`config.mk`:
```
export PLATFORM = sky130hd
export DESIGN_NAME = load_store_unit
export DESIGN_NICKNAME = d
export VERILOG_FILES = /design/src/rtl/load_store_unit.sv
export SDC_FILE = /design/constraint.sdc
export NUM_CORES = 1
export LEC_CHECK = 0
export CORE_MARGIN = 2
export CORE_UTILIZATION = 50
export CTS_CLUSTER_SIZE = 30
export DETAILED_ROUTE_END_ITERATION = 7
export PLACE_DENSITY = 0.85
export SYNTH_ARGS = -nofsm -noshare
export SYNTH_HDL_FRONTEND = slang
export SYNTH_SLANG_ARGS = --single-unit
```
`constraint.sdc`:
```
create_clock -name clk -period 5.98 [get_ports clk]
set_input_delay 1.196 -clock clk [delete_from_list [all_inputs] [get_ports clk]]
set_output_delay 1.196 -clock clk [all_outputs]
set_load 0.005 [all_outputs]
```
`src/rtl/load_store_unit.sv`:
```
// Load/store unit: turns byte/half/word CPU requests into word-only data_bus traffic,
// using read-modify-write for sub-word stores. Define LSU_MISALIGN_TRAP_EN to trap misaligned/illegal sizes.
module load_store_unit #(
    parameter int unsigned READ_LATENCY = 1
) (
    input  logic        clk,
    input  logic        rst,
    input  logic        req_valid,
    output logic        req_ready,
    input  logic        req_we,
    input  logic [1:0]  req_size,
    input  logic        req_unsigned,
    input  logic [31:0] req_addr,
    input  logic [31:0] req_wdata,
    output logic        rsp_valid,
    output logic [31:0] rsp_rdata,
    output logic        rsp_fault,
    output logic        bus_r_en,
    output logic [31:0] bus_r_addr,
    input  logic [31:0] bus_r_data,
    output logic        bus_w_en,
    output logic [31:0] bus_w_addr,
    output logic [31:0] bus_w_data
);

    localparam int unsigned LAT_W = 4;
    localparam logic [1:0] SZ_BYTE = 2'b00;
    localparam logic [1:0] SZ_HALF = 2'b01;
    localparam logic [1:0] SZ_WORD = 2'b10;

    typedef enum logic [2:0] {IDLE, RD, WAIT, WR, RESP} state_t;

    state_t            state;
    logic [LAT_W-1:0]  lat_cnt;
    logic              we_q;
    logic              uns_q;
    logic [1:0]        size_q;
    logic [1:0]        lane_q;
    logic [31:0]       wdata_q;
    logic              r_en_q;
    logic              w_en_q;

    logic [1:0]        size_c;
    logic [1:0]        lane_c;
    logic              fault_c;
    logic [31:0]       word_addr_c;
    logic [4:0]        shamt_c;
    logic [31:0]       shifted_c;
    logic [31:0]       load_c;
    logic [31:0]       mask_c;
    logic [31:0]       merge_c;

    // Request decode: normalised size and lane (byte offset of the accessed field)
    always_comb begin
        size_c = (req_size == 2'b11) ? SZ_WORD : req_size;
        case (size_c)
            SZ_BYTE: lane_c = req_addr[1:0];
            SZ_HALF: lane_c = {req_addr[1], 1'b0};
            default: lane_c = 2'b00;
        endcase
        word_addr_c = {req_addr[31:2], 2'b00};
    end

`ifdef LSU_MISALIGN_TRAP_EN
    logic fault_q;

    assign fault_c   = (req_size == 2'b11)
                    || ((req_size == SZ_HALF) && req_addr[0])
                    || ((req_size == SZ_WORD) && (req_addr[1:0] != 2'b00));
    assign rsp_fault = fault_q;
`else
    assign fault_c   = 1'b0;
    assign rsp_fault = 1'b0;
`endif

    // Load extraction and sub-word store merge, both from the sampled bus word
    always_comb begin
        shamt_c   = {lane_q, 3'b000};
        shifted_c = bus_r_data >> shamt_c;
        case (size_q)
            SZ_BYTE: load_c = {{24{~uns_q & shifted_c[7]}}, shifted_c[7:0]};
            SZ_HALF: load_c = {{16{~uns_q & shifted_c[15]}}, shifted_c[15:0]};
            default: load_c = shifted_c;
        endcase
        mask_c  = ((size_q == SZ_BYTE) ? 32'h0000_00FF : 32'h0000_FFFF) << shamt_c;
        merge_c = (bus_r_data & ~mask_c) | ((wdata_q << shamt_c) & mask_c);
    end

    // Control FSM with registered bus and response outputs
    always_ff @(posedge clk) begin
        if (rst) begin
            state      <= IDLE;
            req_ready  <= 1'b1;
            rsp_valid  <= 1'b0;
            rsp_rdata  <= 32'h0;
            r_en_q     <= 1'b0;
            w_en_q     <= 1'b0;
            bus_r_addr <= 32'h0;
            bus_w_addr <= 32'h0;
            bus_w_data <= 32'h0;
            lat_cnt    <= '0;
            we_q       <= 1'b0;
            uns_q      <= 1'b0;
            size_q     <= SZ_WORD;
            lane_q     <= 2'b00;
            wdata_q    <= 32'h0;
`ifdef LSU_MISALIGN_TRAP_EN
            fault_q    <= 1'b0;
`endif
        end else begin
            rsp_valid <= 1'b0;
            r_en_q    <= 1'b0;
            w_en_q    <= 1'b0;
            case (state)
                IDLE: begin
                    if (req_valid) begin
                        req_ready <= 1'b0;
                        we_q      <= req_we;
                        uns_q     <= req_unsigned;
                        size_q    <= size_c;
                        lane_q    <= lane_c;
                        wdata_q   <= req_wdata;
`ifdef LSU_MISALIGN_TRAP_EN
                        fault_q   <= fault_c;
`endif
                        if (fault_c) begin
                            state     <= RESP;
                            rsp_valid <= 1'b1;
                            rsp_rdata <= 32'h0;
                        end else if (req_we && (size_c == SZ_WORD)) begin
                            state      <= WR;
                            w_en_q     <= 1'b1;
                            bus_w_addr <= word_addr_c;
                            bus_w_data <= req_wdata;
                        end else begin
                            state      <= RD;
                            r_en_q     <= 1'b1;
                            bus_r_addr <= word_addr_c;
                        end
                    end
                end
                RD: begin
                    state   <= WAIT;
                    lat_cnt <= LAT_W'(1);
                end
                WAIT: begin
                    if (lat_cnt == LAT_W'(READ_LATENCY)) begin
                        if (we_q) begin
                            state      <= WR;
                            w_en_q     <= 1'b1;
                            bus_w_addr <= bus_r_addr;
                            bus_w_data <= merge_c;
                        end else begin
                            state     <= RESP;
                            rsp_valid <= 1'b1;
                            rsp_rdata <= load_c;
                        end
                    end else begin
                        lat_cnt <= lat_cnt + LAT_W'(1);
                    end
                end
                WR: begin
                    state     <= RESP;
                    rsp_valid <= 1'b1;
                    rsp_rdata <= 32'h0;
                end
                RESP: begin
                    state     <= IDLE;
                    req_ready <= 1'b1;
                end
                default: begin
                    state     <= IDLE;
                    req_ready <= 1'b1;
                end
            endcase
        end
    end

    // Bus enables are masked immediately while reset is asserted
    assign bus_r_en = r_en_q & ~rst;
    assign bus_w_en = w_en_q & ~rst;

endmodule

```
==> results of run 1 <==
==> synth_stat cells, types with 2 or more instances <==
cell type,number,share of area
nand2_1,229,0.12
dfxtp_1,157,0.43
a21oi_1,87,0.060
nor2_1,69,0.035
clkbuf_1,49,0.025
mux2i_1,43,0.059
a311oi_1,30,0.036
o21ai_0,30,0.021
a22o_1,26,0.031
a221oi_1,21,0.025
buf_2,18,0.012
a211o_1,8,0.0096
buf_4,8,0.0082
buf_6,8,0.012
a32oi_1,7,0.0084
nand3_1,7,0.0048
nor3_1,7,0.0048
buf_1,6,0.0031
nand3b_1,6,0.0062
a21o_1,5,0.0051
inv_1,5,0.0026
nor2b_1,5,0.0043
o41ai_2,5,0.011
o211ai_1,4,0.0041
or3_1,4,0.0034
mux2_2,3,0.0046
nor3b_1,3,0.0031
o2111ai_1,3,0.0036
ha_1,2,0.0034
nor3b_2,2,0.0034
nor4b_1,2,0.0024
o31a_1,2,0.0024
or2_2,2,0.0017
or3b_1,2,0.0024
==> worst reg2reg max path: stages (launching register included) <==
cell and delay, ns:
dfxtp_1 0.81, nor3b_4 1.06, buf_4 0.46, nor2_1 0.07, a211o_1 0.27, a21oi_1 0.11
==> worst paths after layout <==
check                     start             to  depth (start not counted)
setup / recovery            rst       bus_w_en                          3
hold reg to reg   bus_w_data[1]  bus_w_data[1]                          2
setup reg to reg       state[1]  bus_w_data[7]                          5
hold / removal    bus_w_data[1]  bus_w_data[1]                          2
==> cell type report <==
cell class              count  area, µm²
clock buffers              21        470
flip-flops and latches    157       3140
clock inverters            10        139
inverters                   5       18.8
multi-input cells         645       3740
well taps                 184        230
repair buffers            240       2370
fillers                  1178       4310
==> flip-flops by register name (all words and copies together), names as in the netlist, 2 cells and up <==
register / flops
lat_cnt: 4
bus_w_addr: 30
rsp_rdata: 32
bus_r_addr: 30
state: 3
bus_w_data: 32
wdata_q: 16
size_q: 2
lane_q: 2
==> kinds of logic (layout without fill, tap and decap cells) <==
family,after synthesis,count (layout),synth area share
mux,47,47,0.0666
other cells,1,5,0.000513
xor+xnor,2,2,0.00240
compound gates,241,241,0.235
fa+ha+maj,2,2,0.00342
flops,157,157,0.430
simple gates,348,348,0.199
buf+inv,94,276,0.0636
==> per-stage QoR <==
stage                     utilization  hold slack (ns)  power (mW)  instances
final                           0.701            0.456        2.87       1262
after global routing            0.701            0.488        2.98       1262
after CTS                       0.701            0.458        2.87       1262
after detailed placement        0.659            0.449        1.76       1231
after global placement          0.659            0.448        1.75       1231
after floorplan                     -            0.446        1.49        896
==> layout by cell type (no fill, tap or decap), types with 5 or more instances in the layout <==
cell type	count
nand2_1	229
clkdlybuf4s50_1	229
dfxtp_1	156
a21oi_1	86
nor2_1	69
mux2i_1	43
o21ai_0	30
a311oi_1	30
a22o_1	26
a221oi_1	21
clkbuf_16	17
buf_4	11
a211o_1	8
nor3_1	7
a32oi_1	7
nand3_1	7
nand3b_1	6
inv_1	5
nor2b_1	5
a21o_1	5
o41ai_2	5
conb_1	5
==> routing by layer <==
metal | vias to the layer above | track usage | routed length [µm] | share of wire
met4 | 0 | 0.112 | 711 | 0.030
li1 | 3481 | - | - | -
met5 | - | 0 | 0 | 0
met3 | 52 | 0.113 | 2630 | 0.11
met2 | 389 | 0.479 | 10900 | 0.46
met1 | 3479 | 0.375 | 9610 | 0.40
==> power by group through the flow <==
stage	sequential (mW)	combinational, mW	clock (mW)
final	1.18	0.561	1.12
after global routing	1.19	0.610	1.17
after CTS	1.18	0.557	1.13
after detailed placement	1.20	0.551	0
after global placement	1.20	0.543	0
after floorplan	1.18	0.310	0
==> results.yml, run 1 <==
route:
  routed_wirelength_mm: 23.9
  vias: 7401
  drt_iter0_drc: 638
  postRouteAntennaNets: 0
  via_per_inst: 5.86
  dr.pass1.iters: 6
  drc: 0
  wl_per_cell_um: 18.9
critical_path:
  critical_path_class: "in2out"
  regToRegSetupSlack_ns: 3.14
  worstSetupStartpointType: "primary input"
  cp_num_buf_inv: 2
  critPathCaptureType: "primary output"
  max_stage_delay_ns: 0.50
  cp_max_fo: 56
  arrival_ns: 2.27
  crit_family: "buffers and inverters"
  slowest_stage: "clkdlybuf4s50_1"
  cp_cell_sequence: "buf_4 > nor2b_1 > clkdlybuf4s50_1"
  cp_data_required_time_ns: 4.78
timing:
  min_period_over_period: 0.579
  slew_headroom: 0.186
  hold_viol_final: 0
  slew_violations: 0
  fin_setup_tns_ns: 0
  period_needed_ns: 3.46
  setup_ws_ns: 2.52
  rsz0062_at_grt: "no"
  setup_viol: 0
  fmax_mhz: 289
  finClkSkew_ns: 0.00520
  worstMarginPinSlew_ns: 1.22
die:
  fp.coreArea_mm2: 0.0144
  rows: 44
  die_area_mm2: 0.0156
  fp.dieH_um: 125
  initial_core_util: 0.507
  die_w_um: 125
  io_pins: 236
place:
  place_ws_ns: 2.34
  dp_hpwl_mm: 16.4
  post_dp_cell_area_mm2: 0.00950
  port_buffers: 230
  finalWeightedCongestion: 0.867
cells_and_area:
  final_area_mm2: 0.0101
  drive_above_1_share: 0.0594
  fin_nets: 1171
  antenna_cells: 0
  syn2layout_area_growth_pct: 38.3
cts:
  cts_num_sinks: 157
  cts_buffer_depth: 2
  tritoncts: "done"
  clk_latency_ns: 0.44
  ctsHoldBuffers: 0
  cts_root_buf: "clkbuf_16"
  postCtsSetupBuffers: 0
  cts.repair.resized: 0
  clk_pin_slew_worst_paths_ns: 0.06
  htreeDepth: 4
  cts_buffers: 17
logic_synthesis:
  ys_seq_area_frac: 0.430
  synth.distinct_cells: 61
  synth.avg_cell_area_um2: 8.20
  netlist_area_mm2: 0.00731
  yosysWarningCount: 0
  synth_seq_cells: 157
  synth_ff_type: "dfxtp_1"
  async_flop_share: 0
  synth_edf_count: 0
  synthCells: 892
grt:
  gr-total-overflow: 0
  grt_max_degree: 74
  track_usage: 0.301
  antenna_found_initial: 0
  grt_pass1_wl_mm: 37.6
  grt_pass1_vias: 6884
pwr:
  switching_share: 0.278
  vdd_drop_max_uv: 225
  pwr-share-comb: 0.196
  p_leak_nw: 3.65
  switching_power_mw: 0.796
  p_int_mw: 2.07
  pwr-share-seq: 0.413
  power.density_mw_per_mm2: 283
  clkPwrFrac: 0.391
outcome:
  status: "complete, no violations"
job:
  max_cap_viol_count: 0
worst_hold_path:
  hp-class: "reg2reg"
Note: power is estimated with default switching activity, not from simulation.
==> run 2, diff against run 1 <==
CORE_UTILIZATION = 46   (was 50)
PLACE_DENSITY = 0.79   (was 0.85)
clock period = 3.6 ns   (was 5.98 ns; I/O delays follow)
==> run 2 against run 1 <==
Sequential power increased by 66%. Wire length up 0.74%. Hold slack about the same.
==> results.yml, run 2 (synthesis gave the netlist of run 1 again) <==
critical_path:
  critical_path_class: "reg2reg"
  worstSetupStartpointType: "register"
  max_stage_delay_ns: 0.83
  crit_family: "compound AO/OA/AOI/OAI gates"
  cp_data_required_time_ns: 3.94
  critPathCaptureType: "register"
  cp_num_buf_inv: 1
  slowest_stage: "dfxtp_1"
  cp_max_fo: 25
  cp_cell_sequence: "buf_4 > nor2b_1 > a21oi_1 > a221oi_1 > o41ai_2"
  arrival_ns: 2.91
timing:
  finClkSkew_ns: 0.00812
  fmax_mhz: 389
  worstMarginPinSlew_ns: 0.900
  setup_ws_ns: 1.03
  slew_violations: 0
  min_period_over_period: 0.715
  setup_viol: 0
  rsz0062_at_grt: "no"
  slew_headroom: 0.399
  fin_setup_tns_ns: 0
  hold_viol_final: 0
  period_needed_ns: 2.57
pwr:
  p_leak_nw: 3.71
  power.density_mw_per_mm2: 482
  vdd_drop_max_uv: 349
grt:
  track_usage: 0.276
  antenna_found_initial: 0
  grt_max_degree: 64
  grt_pass1_vias: 6761
  grt_pass1_wl_mm: 36.1
  gr-total-overflow: 0
cts:
  ctsHoldBuffers: 0
  cts_num_sinks: 157
  cts_root_buf: "clkbuf_16"
  clk_pin_slew_worst_paths_ns: 0.06
  tritoncts: "done"
  cts.repair.resized: 0
  htreeDepth: 4
  cts_buffer_depth: 2
  clk_latency_ns: 0.44
  postCtsSetupBuffers: 0
  cts_buffers: 17
outcome:
  status: "complete, no violations"
job:
  max_cap_viol_count: 0
die:
  fp.coreArea_mm2: 0.0157
  fp.dieH_um: 130
  rows: 46
  io_pins: 236
  die_area_mm2: 0.0169
  die_w_um: 130
  initial_core_util: 0.465
route:
  drt_iter0_drc: 693
  vias: 7353
  dr.pass1.iters: 5
  drc: 0
  wl_per_cell_um: 18.5
  via_per_inst: 5.65
  postRouteAntennaNets: 0
  routed_wirelength_mm: 24.1
cells_and_area:
  antenna_cells: 0
  syn2layout_area_growth_pct: 40.2
  layout_common_cells: "nand2_1, clkdlybuf4s50_1, dfxtp_1, a21oi_1, nor2_1"
  fin_nets: 1178
  top_regs: "bus_w_data: 32 flops, rsp_rdata: 32 flops"
  drive_above_1_share: 0.0645
place:
  dp_hpwl_mm: 16.5
  port_buffers: 230
  finalWeightedCongestion: 0.880
  place_ws_ns: 0.692
worst_hold_path:
  hp-class: "reg2reg"
==> run 2: final timing paths <==
| path | from | endpoint | slack (ns) | cells past startpoint |
|---|---|---|---|---|
| worst max-delay path | lane_q[1] | bus_w_data[17] | 1.03 | 5 |
| worst min-delay path | bus_w_data[5] | bus_w_data[5] | 0.46 | 2 |
| worst max register to register | lane_q[1] | bus_w_data[17] | 1.03 | 5 |
| worst min register to register | bus_w_data[5] | bus_w_data[5] | 0.46 | 2 |
==> run 2: through the flow <==
step | power, mW | instance area, µm² | std cells | hold WS, ns | utilization
6_report | 4.94 | 10300 | 1301 | 0.456 | 0.653
5_1_grt | 5.13 | 10300 | 1301 | 0.485 | 0.653
4_1_cts | 4.95 | 10300 | 1301 | 0.458 | 0.653
3_5_place_dp | 2.93 | 9600 | 1270 | 0.449 | 0.611
3_3_place_gp | 2.92 | 9600 | 1270 | 0.450 | 0.611
2_1_floorplan | 2.48 | 7330 | 896 | 0.446 | -
==> run 2: final cells by class <==
type	instances	area, µm²
Clock buffer	19	443
Clock inverter	12	218
Fill cell	1329	5460
Inverter	5	18.8
Multi-Input combinational cell	645	3740
Sequential cell	157	3140
Tap cell	216	270
Timing Repair Buffer	247	2430
==> run 2: worst register-to-register path, cell delays in order (launching register included) <==
cell,delay [ns]
dfxtp_1,0.83
buf_4,0.45
nor2b_1,0.19
a21oi_1,0.45
a221oi_1,0.25
o41ai_2,0.31
==> run 2: layer usage <==
| metal | GRT usage | vias to the layer above | routed length, µm |
|---|---|---|---|
| met1 | 0.350 | 3429 | 9840 |
| met4 | 0.0993 | 0 | 619 |
| met5 | 0 | - | 0 |
| met3 | 0.107 | 51 | 2670 |
| met2 | 0.431 | 373 | 10900 |
| li1 | - | 3500 | - |
==> run 2: power breakdown <==
| part | switching, mW | internal, mW | total, mW |
|---|---|---|---|
| clock | 0.724 | 1.31 | 2.03 |
| combinational | 0.498 | 0.452 | 0.950 |
| sequential | 0.103 | 1.86 | 1.96 |
| total | 1.33 | 3.62 | 4.94 |
==> run 3, diff against run 2 <==
CORE_UTILIZATION = 42   (was 46)
PLACE_DENSITY = 0.76   (was 0.79)
clock period = 2.1 ns   (was 3.6 ns; I/O delays follow)
==> run 3 against run 2 <==
Setup slack lost 1.0 ns. Critical path depth increased by 5. Hold slack worse by 0.096 ns. Wire length increased by 4.6%. The flow now finishes with violations (setup timing). Total power grew 69%. Flip-flop and latch count unchanged. Clock-buffer cell count increased by 1.
==> results.yml, run 3 (synthesis gave the netlist of run 1 again) <==
critical_path:
  startpoint: "lat_cnt[1]"
  rr_startpoint: "lat_cnt[1]"
  max_stage_delay_ns: 0.38
  cp_data_required_time_ns: 2.44
  slowest_stage: "or3b_4"
  cp_cell_sequence: "inv_2 > ha_4 > or3b_4 > buf_6 > a221oi_4 > buf_6 > buf_12 > buf_8 > nor2_2 > a311oi_1"
  crit_family: "buffers and inverters"
  cp_max_fo: 7
  worstSetupStartpointType: "register"
  arrival_ns: 2.46
  critPathCaptureType: "register"
  cpMostUsedCell: "buf_6"
  cp_num_buf_inv: 5
  critical_path_class: "reg2reg"
die:
  die_w_um: 136
  initial_core_util: 0.426
  io_pins: 236
  die_area_mm2: 0.0185
  fp.coreArea_mm2: 0.0172
  rows: 48
  fp.dieH_um: 136
place:
  place_inst: 1326
  dp_hpwl_mm: 18.0
  post_dp_cell_area_mm2: 0.0101
  port_buffers: 230
  finalWeightedCongestion: 0.892
timing:
  worstMarginPinSlew_ns: 0.536
  finClkSkew_ns: 0.00945
  fmax_mhz: 471
  slew_headroom: 0.642
  finalHoldWorstSlack_ns: 0.360
  hold_viol_final: 0
  rsz0062_at_grt: "yes"
  slew_violations: 0
  min_period_over_period: 1.01
  setup_ws_ns: -0.0216
  period_needed_ns: 2.12
  setup_viol: 1
cells_and_area:
  final_area_mm2: 0.0109
  drive_above_1_share: 0.125
  stdcell_count: 1368
  top_regs: "bus_w_data: 32 flops, rsp_rdata: 32 flops"
  syn2layout_area_growth_pct: 48.8
  fin_nets: 1236
  n_fill_cell: 1450
  layout_common_cells: "nand2_1, clkdlybuf4s50_1, dfxtp_1, a21oi_1, nor2_1"
  antenna_cells: 0
cts:
  htreeDepth: 4
  tritoncts: "done"
  cts_buffer_depth: 2
  ctsHoldBuffers: 0
  cts_buffers: 17
  clk_latency_ns: 0.43
  cts_num_sinks: 157
  cts_root_buf: "clkbuf_16"
  clk_pin_slew_worst_paths_ns: 0.06
grt:
  antenna_found_initial: 0
  grt_pass1_vias: 7071
  grt_max_degree: 87
  track_usage: 0.269
  gr-total-overflow: 0
  grt_pass1_wl_mm: 38.5
route:
  routed_wirelength_mm: 25.2
  drt_iter0_drc: 654
  postRouteAntennaNets: 0
  drc: 0
  wl_per_cell_um: 18.4
  dr.pass1.iters: 5
  vias: 7552
  via_per_inst: 5.52
outcome:
  violations: "setup timing"
  status: "complete, but fails checks"
pwr:
  p_leak_nw: 4.05
  vdd_drop_max_uv: 631
  power.density_mw_per_mm2: 768
job:
  max_cap_viol_count: 0
worst_hold_path:
  hp-start: "rst"
  hp-class: "in2reg"
run 3: final timing paths:
path	depth (start not counted)	end	slack (ns)
max	10	bus_w_addr[28]	-0.02
min	2	wdata_q[7]	0.36
max reg2reg	10	bus_w_addr[28]	-0.02
min reg2reg	2	bus_w_data[0]	0.45
run 3: worst register-to-register path, stage by stage, from the launching register on:
cell      delay [ns]
dfxtp_2         0.32
inv_2           0.06
ha_4            0.12
or3b_4          0.38
buf_6           0.14
a221oi_4        0.31
buf_6           0.20
buf_12          0.13
buf_8           0.12
nor2_2          0.04
a311oi_1        0.21
run 3: through the flow:
step | setup slack [ns] | util | TNS [ns] | power [mW]
5_1_grt | -0.105 | 0.633 | -1.16 | 8.68
3_5_place_dp | -0.149 | 0.586 | -9.17 | 5.17
6_report | -0.0216 | 0.633 | -0.0216 | 8.35
4_1_cts | -0.0241 | 0.631 | -0.119 | 8.36
2_1_floorplan | 0.0726 | - | 0 | 4.25
3_3_place_gp | -0.0707 | 0.586 | -3.72 | 5.15
run 3: final cells by class:
class	instances	area, µm²	share of cell area
Sequential cell	157	3150	0.289
Multi-Input combinational cell	645	3800	0.349
Inverter	5	18.8	0.00172
Clock buffer	20	467	0.0429
Timing Repair Buffer	305	3030	0.278
Tap cell	225	282	0.0259
Clock inverter	11	135	0.0124
run 3: repair_timing:
| action | 4_1_cts | 5_1_grt |
|---|---|---|
| cloned | 2 | 0 |
| setup buffers | 9 | 1 |
| setup endpoints to repair | 17 | 56 |
| resized for setup | 18 | 10 |
| pin swaps | 9 | 15 |
run 3: per-layer routing:
metal | global-route usage | wire [µm] | part of all wire
met5 | 0 | 0 | 0
met4 | 0.0972 | 619 | 0.025
met3 | 0.0854 | 2510 | 0.10
met1 | 0.341 | 10500 | 0.42
met2 | 0.431 | 11600 | 0.46
run 3: power by group:
part           switching [mW]  total [mW]  internal [mW]
clock network            1.29        3.15           1.85
registers               0.152        3.34           3.18
logic                   0.932        1.87          0.938
total                    2.38        8.35           5.98
